==> src/rtl/vote_pkg.sv <==
// -----------------------------------------------------------------------------
// vote_pkg
// Shared definitions for the voting-session controller: candidate count,
// default parameter values, the session FSM state type and small helpers
// for decoding the candidate button vector.
// -----------------------------------------------------------------------------
package vote_pkg;

    localparam int NUM_CAND        = 4;
    localparam int CAND_W          = 2;
    localparam int DEF_HOLD_CYCLES = 10;
    localparam int DEF_CNT_W       = 8;

    typedef enum logic [2:0] {
        IDLE,
        ARMED,
        HOLD,
        COMMIT,
        WAIT_REL
    } vote_state_t;

    // True when exactly one button bit is set (clearing the lowest set bit
    // leaves nothing behind).
    function automatic logic is_single(input logic [NUM_CAND-1:0] b);
        return (b != '0) && ((b & (b - NUM_CAND'(1))) == '0);
    endfunction

    // Index of the lowest set bit; 0 when no bit is set.
    function automatic logic [CAND_W-1:0] lowest_idx(input logic [NUM_CAND-1:0] b);
        logic [CAND_W-1:0] idx;
        idx = '0;
        for (int i = NUM_CAND - 1; i >= 0; i--) begin
            if (b[i]) idx = CAND_W'(i);
        end
        return idx;
    endfunction

    // One-hot button pattern belonging to a candidate index.
    function automatic logic [NUM_CAND-1:0] cand_mask(input logic [CAND_W-1:0] idx);
        return NUM_CAND'(1) << idx;
    endfunction

endpackage

==> src/rtl/vote_tally_bank.sv <==
// -----------------------------------------------------------------------------
// vote_tally_bank
// Four saturating vote counters, one per candidate. One counter may be
// incremented per cycle; any counter can be read combinationally.
//
// Ports
//   clock    : rising-edge clock
//   reset    : asynchronous active-low reset, clears every tally
//   inc_en   : increment the counter selected by inc_idx this cycle
//   inc_idx  : candidate whose tally is incremented
//   rd_idx   : candidate whose tally appears on rd_data
//   rd_data  : current tally of candidate rd_idx
// -----------------------------------------------------------------------------
module vote_tally_bank
    import vote_pkg::*;
#(
    parameter int CNT_W = DEF_CNT_W
) (
    input  logic              clock,
    input  logic              reset,
    input  logic              inc_en,
    input  logic [CAND_W-1:0] inc_idx,
    input  logic [CAND_W-1:0] rd_idx,
    output logic [CNT_W-1:0]  rd_data
);

    logic [CNT_W-1:0] tally [NUM_CAND];

    // NOTE: this small array is built from flops and must read zero after
    // reset, so every entry is cleared; a RAM-style array would be left
    // unreset and initialised by other means.
    always_ff @(posedge clock or negedge reset) begin
        if (!reset) begin
            for (int i = 0; i < NUM_CAND; i++) begin
                tally[i] <= '0;
            end
        end else if (inc_en && (tally[inc_idx] != '1)) begin
            // Counters stick at all-ones rather than wrapping.
            tally[inc_idx] <= tally[inc_idx] + CNT_W'(1);
        end
    end

    assign rd_data = tally[rd_idx];

endmodule

==> src/rtl/vote_session_ctrl.sv <==
// -----------------------------------------------------------------------------
// vote_session_ctrl
// Voting-booth session controller. An officer opens a ballot with a
// ballot_arm pulse; the voter then holds exactly one candidate button for
// HOLD_CYCLES consecutive cycles to commit a vote. Multiple or changing
// presses are rejected but leave the ballot open for another attempt.
// In result mode the tally of the lowest pressed button is shown on led.
//
// Ports
//   clock       : rising-edge clock
//   reset       : asynchronous active-low reset
//   mode        : 0 = voting, 1 = result display (aborts any open ballot)
//   ballot_arm  : one-cycle officer pulse opening a ballot (IDLE, mode=0 only)
//   button      : candidate buttons, bit i = candidate i
//   led         : registered result display value
//   vote_valid  : one-cycle pulse when a vote commits
//   vote_sel    : committed candidate index, valid with vote_valid
//   vote_reject : one-cycle pulse when a press attempt is rejected
//   armed       : high while a ballot is open
// -----------------------------------------------------------------------------
module vote_session_ctrl
    import vote_pkg::*;
#(
    parameter int HOLD_CYCLES = DEF_HOLD_CYCLES,
    parameter int CNT_W       = DEF_CNT_W
) (
    input  logic                clock,
    input  logic                reset,
    input  logic                mode,
    input  logic                ballot_arm,
    input  logic [NUM_CAND-1:0] button,
    output logic [CNT_W-1:0]    led,
    output logic                vote_valid,
    output logic [CAND_W-1:0]   vote_sel,
    output logic                vote_reject,
    output logic                armed
);

    localparam int HC_W = $clog2(HOLD_CYCLES + 1);

    vote_state_t         state, state_d;
    logic [HC_W-1:0]     hold_cnt, hold_cnt_d;
    logic [CAND_W-1:0]   cand, cand_d;
    logic                ballot_open, ballot_open_d;

    logic                single_press;
    logic [NUM_CAND-1:0] cand_bit;
    logic                inc_en;
    logic [CAND_W-1:0]   rd_idx;
    logic [CNT_W-1:0]    rd_data;
    logic [CNT_W-1:0]    led_d;

    assign single_press = is_single(button);
    assign cand_bit     = cand_mask(cand);

    // -------------------------------------------------------------------------
    // State register
    // -------------------------------------------------------------------------
    // NOTE: sequential state uses non-blocking assignments so every flop
    // samples the pre-edge values regardless of statement order.
    always_ff @(posedge clock or negedge reset) begin
        if (!reset) begin
            state       <= IDLE;
            hold_cnt    <= '0;
            cand        <= '0;
            ballot_open <= 1'b0;
        end else begin
            state       <= state_d;
            hold_cnt    <= hold_cnt_d;
            cand        <= cand_d;
            ballot_open <= ballot_open_d;
        end
    end

    // -------------------------------------------------------------------------
    // Next-state logic
    // -------------------------------------------------------------------------
    // NOTE: every signal gets a default at the top of the block, so no path
    // leaves one unassigned and no latch is inferred.
    always_comb begin
        state_d       = state;
        hold_cnt_d    = hold_cnt;
        cand_d        = cand;
        ballot_open_d = ballot_open;

        if (mode) begin
            // Result mode aborts whatever is in progress without committing.
            state_d       = IDLE;
            hold_cnt_d    = '0;
            ballot_open_d = 1'b0;
        end else begin
            case (state)
                IDLE: begin
                    if (ballot_arm) begin
                        state_d       = ARMED;
                        ballot_open_d = 1'b1;
                        hold_cnt_d    = '0;
                    end
                end

                ARMED: begin
                    if (button != '0) begin
                        if (single_press) begin
                            cand_d     = lowest_idx(button);
                            hold_cnt_d = HC_W'(1);
                            // The first sampled cycle already counts as one.
                            state_d    = (HOLD_CYCLES <= 1) ? COMMIT : HOLD;
                        end else begin
                            state_d = WAIT_REL;
                        end
                    end
                end

                HOLD: begin
                    if (button == cand_bit) begin
                        hold_cnt_d = hold_cnt + HC_W'(1);
                        if (hold_cnt == HC_W'(HOLD_CYCLES - 1)) begin
                            state_d = COMMIT;
                        end
                    end else begin
                        state_d    = WAIT_REL;
                        hold_cnt_d = '0;
                    end
                end

                COMMIT: begin
                    state_d       = WAIT_REL;
                    hold_cnt_d    = '0;
                    ballot_open_d = 1'b0;
                end

                WAIT_REL: begin
                    if (button == '0) begin
                        state_d = ballot_open ? ARMED : IDLE;
                    end
                end

                default: begin
                    state_d       = IDLE;
                    hold_cnt_d    = '0;
                    ballot_open_d = 1'b0;
                end
            endcase
        end
    end

    // -------------------------------------------------------------------------
    // Outputs
    // -------------------------------------------------------------------------
    always_comb begin
        vote_valid  = 1'b0;
        vote_sel    = '0;
        vote_reject = 1'b0;

        // Result mode suppresses both commit and reject in the same cycle.
        if (!mode) begin
            case (state)
                ARMED:   vote_reject = (button != '0) && !single_press;
                HOLD:    vote_reject = (button != cand_bit);
                COMMIT: begin
                    vote_valid = 1'b1;
                    vote_sel   = cand;
                end
                default: ;
            endcase
        end

        armed = ballot_open &&
                ((state == ARMED) || (state == HOLD) || (state == WAIT_REL));
    end

    assign inc_en = vote_valid;

    // -------------------------------------------------------------------------
    // Tally storage and result display
    // -------------------------------------------------------------------------
    assign rd_idx = lowest_idx(button);

    vote_tally_bank #(
        .CNT_W (CNT_W)
    ) u_tally_bank (
        .clock   (clock),
        .reset   (reset),
        .inc_en  (inc_en),
        .inc_idx (cand),
        .rd_idx  (rd_idx),
        .rd_data (rd_data)
    );

    assign led_d = (mode && (button != '0)) ? rd_data : '0;

    always_ff @(posedge clock or negedge reset) begin
        if (!reset) begin
            led <= '0;
        end else begin
            led <= led_d;
        end
    end

endmodule

==> config.mk <==
export PLATFORM = sky130hd
export DESIGN_NAME = vote_session_ctrl
export DESIGN_NICKNAME = d
export VERILOG_FILES = /design/src/rtl/vote_pkg.sv /design/src/rtl/vote_tally_bank.sv /design/src/rtl/vote_session_ctrl.sv
export SDC_FILE = /design/constraint.sdc
export NUM_CORES = 1
export LEC_CHECK = 0
export ABC_AREA = 1
export BUFFER_PORTS_ARGS = -buffer_cell sky130_fd_sc_hd__buf_2
export CAP_MARGIN = 0
export CORE_ASPECT_RATIO = 2
export CORE_MARGIN = 4
export CORE_UTILIZATION = 60
export CTS_BUF_LIST = sky130_fd_sc_hd__clkbuf_16
export DETAILED_ROUTE_END_ITERATION = 10
export PLACE_DENSITY = 0.78
export SLEW_MARGIN = 20
export SYNTH_ARGS = -nofsm -noshare
export SYNTH_HDL_FRONTEND = slang
export SYNTH_HIERARCHICAL = 1
export SYNTH_SLANG_ARGS = --single-unit
export TNS_END_PERCENT = 1
==> constraint.sdc <==
create_clock -name clock -period 2.06 [get_ports clock]
set_input_delay 0.412 -clock clock [delete_from_list [all_inputs] [get_ports clock]]
set_output_delay 0.412 -clock clock [all_outputs]
set_load 0.005 [all_outputs]
==> results.txt, run 1 <==
Drc violations: 0
Post-synth EDFFs: 0
Max incr delay on CP: 450 ps
WL/cell: 15.0 microns
Post-synth top area cell: dfrtp_1
Mapped Area: 3030 sq um
Clk_lat worst skew: 290 ps
CORE AREA: 4910 sq um
Initial antenna violation count: 0
Vias in the first global route: 2866
Switching share of power: 33.1%
TritonCTS Buffers: 5
Final instance area: 3450 sq um
Commonest non-fill, non-tap cell in the layout: nand2_1
RSZ-0062 raised after global routing: true
Crit-path max FO: 11
Leak Pwr: 1.83 nW
P_int: 1.96 mW
Clock sinks: 50
Share of total power in combinational logic: 30.2%
Clk_skew: 6.31 ps
Post-synth top area share: 41.2%
Cell Chain, Critical Path: buf_12 > inv_1 > nand3_1 > nand2_2 > nand2_2 > nand2_1 > a21oi_1 > buf_2
Vias post-DR: 2897
CTS Hold Bufs: 0
Power per cell area: 853 nW/um^2
Largest net degree at the start of global routing: 22
Slew margin rel.: 65.8%
Worst setup path start: cand[0]
Critical Path AT: 1550 ps
RR Startpoint: cand[1]
Mapped Cells: 430
Die area: 6330 sq um
Maximum clock rate: 508 MHz
Distinct cell type count after synthesis: 31
Hold crit path type: in2async
Clk slew on worst S/H paths: 60 ps
Most frequent cells in the layout: nand2_1, dfrtp_1, inv_1
Synthesis-to-layout area growth: 13.6%
WHS: 51.4 ps
Reg-to-reg slack, setup: 110 ps
Worst-Margin Slew: 512 ps
Top post-synthesis cells by area: dfrtp_1, nand2_1, inv_1, nor2_1, o21ai_0
Final setup vio count: 0
Top-level I/O count: 21
Maximum clock path buffer count: 2
DR vias/cell: 5.58
Synthesis-stage register bit count: 50
Syn nets: 441
GRT Total Usage: 27.1%
Total congestion overflow: 0
Min cycle time layout: 1970 ps
WP data required: 1650 ps
Placed cell areas: 3210 sq um
Final net count: 473
WS Path Type: reg2out
Max Cap Viol: 0
Die height: 109 microns
Dpl hpwl: 5.87 mm
Final Hold Violating Endpoints: 0
Fin. max-slew vios: 0
First-pass GRT wire length: 12.9 mm
Die Width: 58.3 microns
Layout cell share with drive strength beyond 1: 17.7%
Worst setup EP type: output port
DRT iter0 DRCs: 162
CTS tree: built
IO buf count: 20
RD Place Congestion: 0.952
Antenna-violating nets left: 0
Status: completed
Share of power burned in registers: 39.0%
Cell mode on critical path: nand2_2
Post-synthesis average cell area: 7.06 sq um
Synth Flop Type: dfrtp_1
Htree depth: 2
Layout fillers: 414
Synth async-reset ratio: 100%
WL final: 7.79 mm
Initial core utilization: 61.8%
Slowest-stage cell, CP: dfrtp_2
Switching power total: 0.973 mW
FF-to-FF path depth: 11
Worst IR Drop VDD: 0.778 mV
Clock power share: 30.8%
Worst setup SP type: flip-flop
Root Buffer Master: clkbuf_16
# rows: 36
Yosys warnings: 6
TritonRoute pass-1 iters: 5
Sequential-to-total area share from yosys stat: 41.2%
Tcrit/Tclk final: 95.5%
Critical path endpoint: vote_reject
R2R Path End: u_tally_bank/tally[2]
# diodes: 0
## worst min path at each step
stage               start                     end  cells past startpoint
floorplan           reset             ballot_open                      0
global placement    reset             hold_cnt[2]                      1
detailed placement  reset                  led[2]                      1
CTS                 reset  u_tally_bank/tally[10]                      1
global route        reset  u_tally_bank/tally[10]                      1
finish              reset                  led[3]                      1
## kinds of logic (layout without fill, tap and decap cells)
group | after synthesis | count (layout) | synth area share, %
simple gates | 266 | 266 | 38.2
compound gates | 53 | 53 | 9.44
buf+inv | 53 | 85 | 8.41
flops | 50 | 50 | 41.2
xor+xnor | 5 | 5 | 1.44
fa+ha+maj | 3 | 3 | 1.24
## area by class of cell
class                      count  area [sq um]  area share (%)
clock buffer                   5           125            3.63
sequential                    50          1250            36.4
clock inverter                 2          33.8           0.980
inverter                      42           163            4.72
multi-input combinational    327          1550            44.8
tap                           57          71.3            2.07
timing repair buffer          36           254            7.37
## power groups by stage
| stage | clock network (mW) | logic (mW) | registers (mW) |
|---|---|---|---|
| 2_1_floorplan | 0 | 0.517 | 1.13 |
| 3_3_place_gp | 0 | 0.738 | 1.15 |
| 3_5_place_dp | 0 | 0.754 | 1.15 |
| 4_1_cts | 0.914 | 0.761 | 1.13 |
| 5_1_grt | 0.952 | 0.977 | 1.16 |
| 6_report | 0.905 | 0.887 | 1.15 |
## what timing repair did
action / CTS / global route
gates resized for setup: 0 / 8
setup endpoints to repair: 0 / 5
buffers inserted: 0 / 4
## registers in the layout (all words and copies together) (netlist names)
register	cells
ballot_open	1
cand	2
hold_cnt	4
led	8
state	3
u_tally_bank/tally	32
## metal layers
layer / up-vias / part of all wire [%] / global-route usage [%]
met5: - / 0 / 0
met4: 0 / 4.0 / 14.6
met3: 23 / 3.2 / 4.06
met2: 77 / 56 / 50.1
met1: 1387 / 36 / 28.0
li1: 1410 / - / -
## critical path, delay by kind of cell (launching register included)
kind | cells | cell delay [ps]
simple gates | 4 | 370
flops | 1 | 450
compound gates | 1 | 60
buf+inv | 3 | 380
## cells in the mapped netlist (3+ instances only)
master,instances
nand2_2,10
o22ai_1,8
inv_2,4
nor2_1,32
buf_6,6
nor2_2,7
xor2_1,4
nand3b_1,3
nand3_1,15
nand4_1,3
inv_1,35
ha_1,3
a21oi_1,8
o21ai_1,14
o21ai_0,22
nand3_2,6
nor3_1,3
nand2_1,180
dfrtp_1,50
## metrics by stage
step                      power, mW  util (%)  setup WS (ps)  TNS, ps  instances
after floorplan                1.65         -            302        0        430
after global placement         1.88      65.3            191        0        507
after detailed placement       1.91      65.3            141        0        507
after CTS                      2.81      68.6           6.37        0        514
after global routing           3.09      70.2          -3.97    -7.79        519
final                          2.94      70.2           93.0        0        519
(Power assumes the default switching activity.)
==> inputs of run 2 (changes only) <==
--- a/config.mk
+++ b/config.mk
@@ -13,7 +13,7 @@
 export CORE_UTILIZATION = 60
 export CTS_BUF_LIST = sky130_fd_sc_hd__clkbuf_16
 export DETAILED_ROUTE_END_ITERATION = 10
-export PLACE_DENSITY = 0.78
+export PLACE_DENSITY = 0.79
 export SLEW_MARGIN = 20
 export SYNTH_ARGS = -nofsm -noshare
 export SYNTH_HDL_FRONTEND = slang
==> run 2 against run 1 <==
Against the previous run: register-to-register slack got worse by 30 ps; core utilization is 1.4 points lower; power decreased by 5.1%; clock skew increased by 3.8 ps; worst hold slack better by 48 ps; largest cell class unchanged; largest power group unchanged.
==> results.txt, run 2 (same netlist as run 1, synthesis figures left out) <==
Status: completed
CTS tree: built
Synthesis-to-layout area growth: 11.3%
Tcrit/Tclk final: 98.1%
WP data required: 1650 ps
Total congestion overflow: 0
Critical Path AT: 1610 ps
Worst setup SP type: flip-flop
Vias in the first global route: 3004
Hold crit path type: in2async
First-pass GRT wire length: 13.8 mm
Register with the most flip-flops: u_tally_bank/tally
Final Hold Violating Endpoints: 0
Leak Pwr: 1.78 nW
WL/cell: 16.3 microns
Maximum clock rate: 495 MHz
WHS: 99.8 ps
# rows: 36
Htree depth: 2
Commonest non-fill, non-tap cell in the layout: nand2_1
DR vias/cell: 5.63
Met1 Track Usage GR: 26.9%
Worst IR Drop VDD: 0.764 mV
IO buf count: 20
Final instance area: 3380 sq um
Clk_lat worst skew: 300 ps
Largest net degree at the start of global routing: 28
Initial antenna violation count: 0
Worst-Margin Slew: 590 ps
Worst setup EP type: output port
Most frequent cells in the layout: nand2_1, dfrtp_1, inv_1
Top-level I/O count: 21
Largest registers: u_tally_bank/tally x32, led x8, hold_cnt x4
CORE AREA: 4910 sq um
Max incr delay on CP: 380 ps
RSZ-0062 raised after global routing: true
Clk_skew: 10.1 ps
RD Place Congestion: 0.943
Initial core utilization: 61.8%
Fin. max-slew vios: 0
Dpl hpwl: 6.33 mm
Layout cell share with drive strength beyond 1: 17.6%
Total power: 2.79 mW
Die Width: 58.3 microns
Clock sinks: 50
WS Path Type: reg2out
Slew margin rel.: 60.7%
TritonRoute pass-1 iters: 4
Crit-path max FO: 9
Maximum clock path buffer count: 2
# diodes: 0
Min cycle time layout: 2020 ps
Final setup vio count: 0
Drc violations: 0
Cell Chain, Critical Path: buf_4 > inv_2 > nand2_1 > nand3_1 > nand2_2 > nand2_2 > nand2_1 > a21oi_2 > buf_2
Power per cell area: 825 nW/um^2
Reg-to-reg slack, setup: 80 ps
Vias post-DR: 2905
Die area: 6330 sq um
DRT iter0 DRCs: 161
Met2 GRT Util: 55.5%
GRT Total Usage: 29.3%
Largest register FFs: 32
Die height: 109 microns
Antenna-violating nets left: 0
TritonCTS Buffers: 5
Top Family by Delay on Critical Path: simple AND/OR/NAND/NOR gates
Slowest-stage cell, CP: dfrtp_1
Final net count: 469
Max Cap Viol: 0
Placed cell areas: 3200 sq um
Clk slew on worst S/H paths: 70 ps
Root Buffer Master: clkbuf_16
Routing usage on met3: 4.90%
Worst path buffer plus inverter count: 3
WL final: 8.40 mm
Gr busiest metal: met2
==> run 2: worst register-to-register path, delay by kind of cell (launching register included) <==
kind	cells	cell delay (ps)
fa+ha+maj	1	240
flops	1	350
buf+inv	2	300
simple gates	7	890
compound gates	1	70
==> run 2: worst paths after layout <==
| check | startpoint | endpoint | cells past startpoint |
|---|---|---|---|
| min reg2reg | u_tally_bank/tally[21] | u_tally_bank/tally[21] | 2 |
| max reg2reg | cand[1] | u_tally_bank/tally[26] | 11 |
| min in group clock | ballot_arm | ballot_open | 3 |
| min | reset | led[3] | 1 |
| max | cand[1] | vote_reject | 9 |
| max in group asynchronous | reset | u_tally_bank/tally[5] | 2 |
==> run 2: layout make-up <==
type	count	area (sq um)
clock inverters	3	23.8
repair buffers	32	194
flip-flops and latches	50	1250
clock buffers	5	125
multi-input cells	327	1550
fillers	430	1530
inverters	42	163
well taps	57	71.3
==> run 2: metal layers <==
metal  routed length [microns]  up-vias
li1                          -     1400
met1                      2820     1363
met2                      4750      101
met3                       302       41
met4                       531        0
met5                         0        -
==> run 2: per-stage QoR <==
step / std cells / util [%] / worst slack, ps / setup TNS, ps
floorplan: 430 / - / 302 / 0
global placement: 507 / 65.1 / 161 / 0
detailed placement: 507 / 65.1 / 89.7 / 0
CTS: 516 / 68.3 / 14.1 / 0
global route: 516 / 68.8 / -78.9 / -230
finish: 516 / 68.8 / 40.0 / 0
==> run 2: repair_timing <==
item,4_1_cts,5_1_grt
hold buffers,0,0
resized for setup,2,6
buffers inserted,1,0
setup endpoints to repair,1,34
gates cloned,0,0
pin swaps,0,1
==> run 2: report_power, final <==
part / switching [mW] / internal, mW
clock: 0.387 / 0.454
sequential: 0.0845 / 1.06
combinational: 0.541 / 0.264
==> inputs of run 3 (changes only) <==
--- a/config.mk
+++ b/config.mk
@@ -5,7 +5,6 @@
 export SDC_FILE = /design/constraint.sdc
 export NUM_CORES = 1
 export LEC_CHECK = 0
-export ABC_AREA = 1
 export BUFFER_PORTS_ARGS = -buffer_cell sky130_fd_sc_hd__buf_2
 export CAP_MARGIN = 0
 export CORE_ASPECT_RATIO = 2
@@ -14,6 +13,7 @@
 export CTS_BUF_LIST = sky130_fd_sc_hd__clkbuf_16
 export DETAILED_ROUTE_END_ITERATION = 10
 export PLACE_DENSITY = 0.79
+export REMOVE_ABC_BUFFERS = 1
 export SLEW_MARGIN = 20
 export SYNTH_ARGS = -nofsm -noshare
 export SYNTH_HDL_FRONTEND = slang
==> run 3 against run 2 <==
Against the previous run: the flow now finishes with violations (setup timing); global-route usage decreased by 4.4 points; sequential cell count is the same; worst hold slack improved by 9.9 ps; core utilization up 7.0 points; final cell count shrank 34%; non-clock buffer count up 31; largest power group unchanged; power down 16%; count of clock-buffer cells in the layout is the same; register-to-register slack lost 260 ps; highest routed layer unchanged; cell area increased by 4.1%.
==> results.txt, run 3 <==
WP data required: 1650 ps
Min cycle time layout: 2240 ps
Distinct cell type count after synthesis: 54
WL final: 6.97 mm
Hold crit path type: in2async
Final net count: 296
Total congestion overflow: 0
Mapped Area: 2880 sq um
Clock sinks: 50
DRT iter0 DRCs: 83
Tcrit/Tclk final: 109%
Dpl hpwl: 5.03 mm
Top cells by count, synth: dfrtp_1, mux2_1, nor2_1, mux2_2, mux4_2
RSZ-0062 raised after global routing: true
TritonCTS Buffers: 5
Synthesis-to-layout area growth: 22.1%
Vias in the first global route: 2301
Initial antenna violation count: 0
Initial core utilization: 62.0%
Clk_skew: 10.0 ps
Sequential-to-total area share from yosys stat: 43.4%
Most frequent cells in the layout: dfrtp_1, buf_4, buf_2
Clk_lat worst skew: 280 ps
Final setup vio count: 35
Antenna-violating nets left: 0
Top-level I/O count: 21
Drc violations: 0
Critical Path AT: 1830 ps
Layout fillers: 306
Most common cell in the synthesized netlist: dfrtp_1
Fin. max-slew vios: 0
Die Width: 57.0 microns
TNS Setup: -3780 ps
Status: complete, but fails checks
Maximum clock rate: 446 MHz
Top post-synthesis cells by area: dfrtp_1, mux4_2, mux2_1, mux2_2, mux4_1
GRT Total Usage: 25.0%
Largest net degree at the start of global routing: 28
Worst setup EP type: output port
WL/cell: 20.5 microns
Worst setup SP type: flip-flop
Leak Pwr: 1.75 nW
Root Buffer Master: clkbuf_16
Post-synthesis average cell area: 12.7 sq um
RD Place Congestion: 0.888
Register with the most flip-flops: u_tally_bank/tally
Clk slew on worst S/H paths: 70 ps
Largest register FFs: 32
Layout cell share with drive strength beyond 1: 43.5%
DR vias/cell: 6.31
TritonRoute pass-1 iters: 4
Synthesis-stage register bit count: 50
Maximum clock path buffer count: 2
Final Hold Violating Endpoints: 0
WS Path Type: reg2out
First-pass GRT wire length: 11.5 mm
# diodes: 0
Synth async-reset ratio: 100%
Yosys warnings: 6
Worst IR Drop VDD: 0.715 mV
Post-synth top area cell: dfrtp_1
Die height: 106 microns
Largest registers: u_tally_bank/tally x32, led x8, hold_cnt x4
Crit-path max FO: 6
Worst Setup Slack, final: -183 ps
Htree depth: 2
Worst-Margin Slew: 682 ps
# rows: 35
Total power: 2.34 mW
Max Cap Viol: 0
Post-synth EDFFs: 0
CTS tree: built
WHS: 110 ps
Synth Flop Type: dfrtp_1
CORE AREA: 4640 sq um
Failing checks: setup timing
Mapped Cells: 226
IO buf count: 20
Power per cell area: 666 nW/um^2
Post-synth top area share: 43.4%
Vias post-DR: 2147
Commonest non-fill, non-tap cell in the layout: dfrtp_1
Slew margin rel.: 54.4%
Die area: 6040 sq um
-- run 3: worst max-delay path, cell delays in order, from the launching register on --
cell       delay, ps
dfrtp_2          450
or3b_4           400
a2111oi_4        350
nor3_2            80
nand2_1           70
a21boi_1          60
buf_2            130
-- run 3: final timing paths --
path | startpoint | end | slack [ps] | cells after the start
worst max-delay path | cand[1] | vote_reject | -180 | 6
worst min-delay path | reset | led[4] | 110 | 1
worst max register to register | cand[0] | u_tally_bank/tally[13] | -180 | 7
worst min register to register | u_tally_bank/tally[3] | u_tally_bank/tally[3] | 520 | 1
max in group asynchronous | reset | cand[0] | 1390 | 2
min in group clock | mode | ballot_open | 370 | 2
-- run 3: cell families (layout without fill, tap and decap cells) --
logic type      Yosys count  in the layout  synth area share (%)
compound gates           30             30                  8.08
xor+xnor                  9              9                  2.74
fa+ha+maj                 3              3                  1.30
buf+inv                  18             77                  3.17
flops                    50             50                  43.4
mux                      51             51                  26.2
simple gates             65             65                  15.1
-- run 3: timing repair --
| item | in CTS | in global routing |
|---|---|---|
| setup buffers | 4 | 0 |
| setup endpoints to repair | 37 | 38 |
| hold buffers | 0 | 0 |
| gates resized for setup | 9 | 11 |
| pin swaps | 7 | 1 |
-- run 3: per-stage QoR --
| stage | std cells | worst slack, ps | utilization [%] | cell area, sq um |
|---|---|---|---|---|
| final | 340 | -183 | 75.8 | 3520 |
| after global routing | 340 | -229 | 75.8 | 3520 |
| after CTS | 340 | -189 | 74.9 | 3480 |
| after detailed placement | 329 | -280 | 70.9 | 3290 |
| after global placement | 329 | -232 | 70.9 | 3290 |
| after floorplan | 215 | -460 | - | 2820 |
-- run 3: cell type report --
cell class / instances / area, sq um / area share, %
repair buffers: 63 / 433 / 12.3
clock buffers: 5 / 125 / 3.56
multi-input cells: 158 / 1600 / 45.5
clock inverters: 2 / 11.3 / 0.320
flip-flops and latches: 50 / 1250 / 35.6
inverters: 7 / 26.3 / 0.747
well taps: 55 / 68.8 / 1.96
-- run 3: power by group --
part	switching (mW)	total [mW]	internal [mW]	leakage, nW
clock network	0.326	0.765	0.438	0.0671
logic	0.277	0.537	0.259	0.994
registers	0.0325	1.04	1.01	0.691
total	0.636	2.34	1.71	1.75
-- run 3: per-layer routing --
metal,GRT usage (%),vias up,part of all wire (%)
met2,47.4,54,58
met3,3.77,22,3.1
met1,26.1,1102,35
li1,-,969,-
met4,10.6,0,4.0
met5,0,-,0
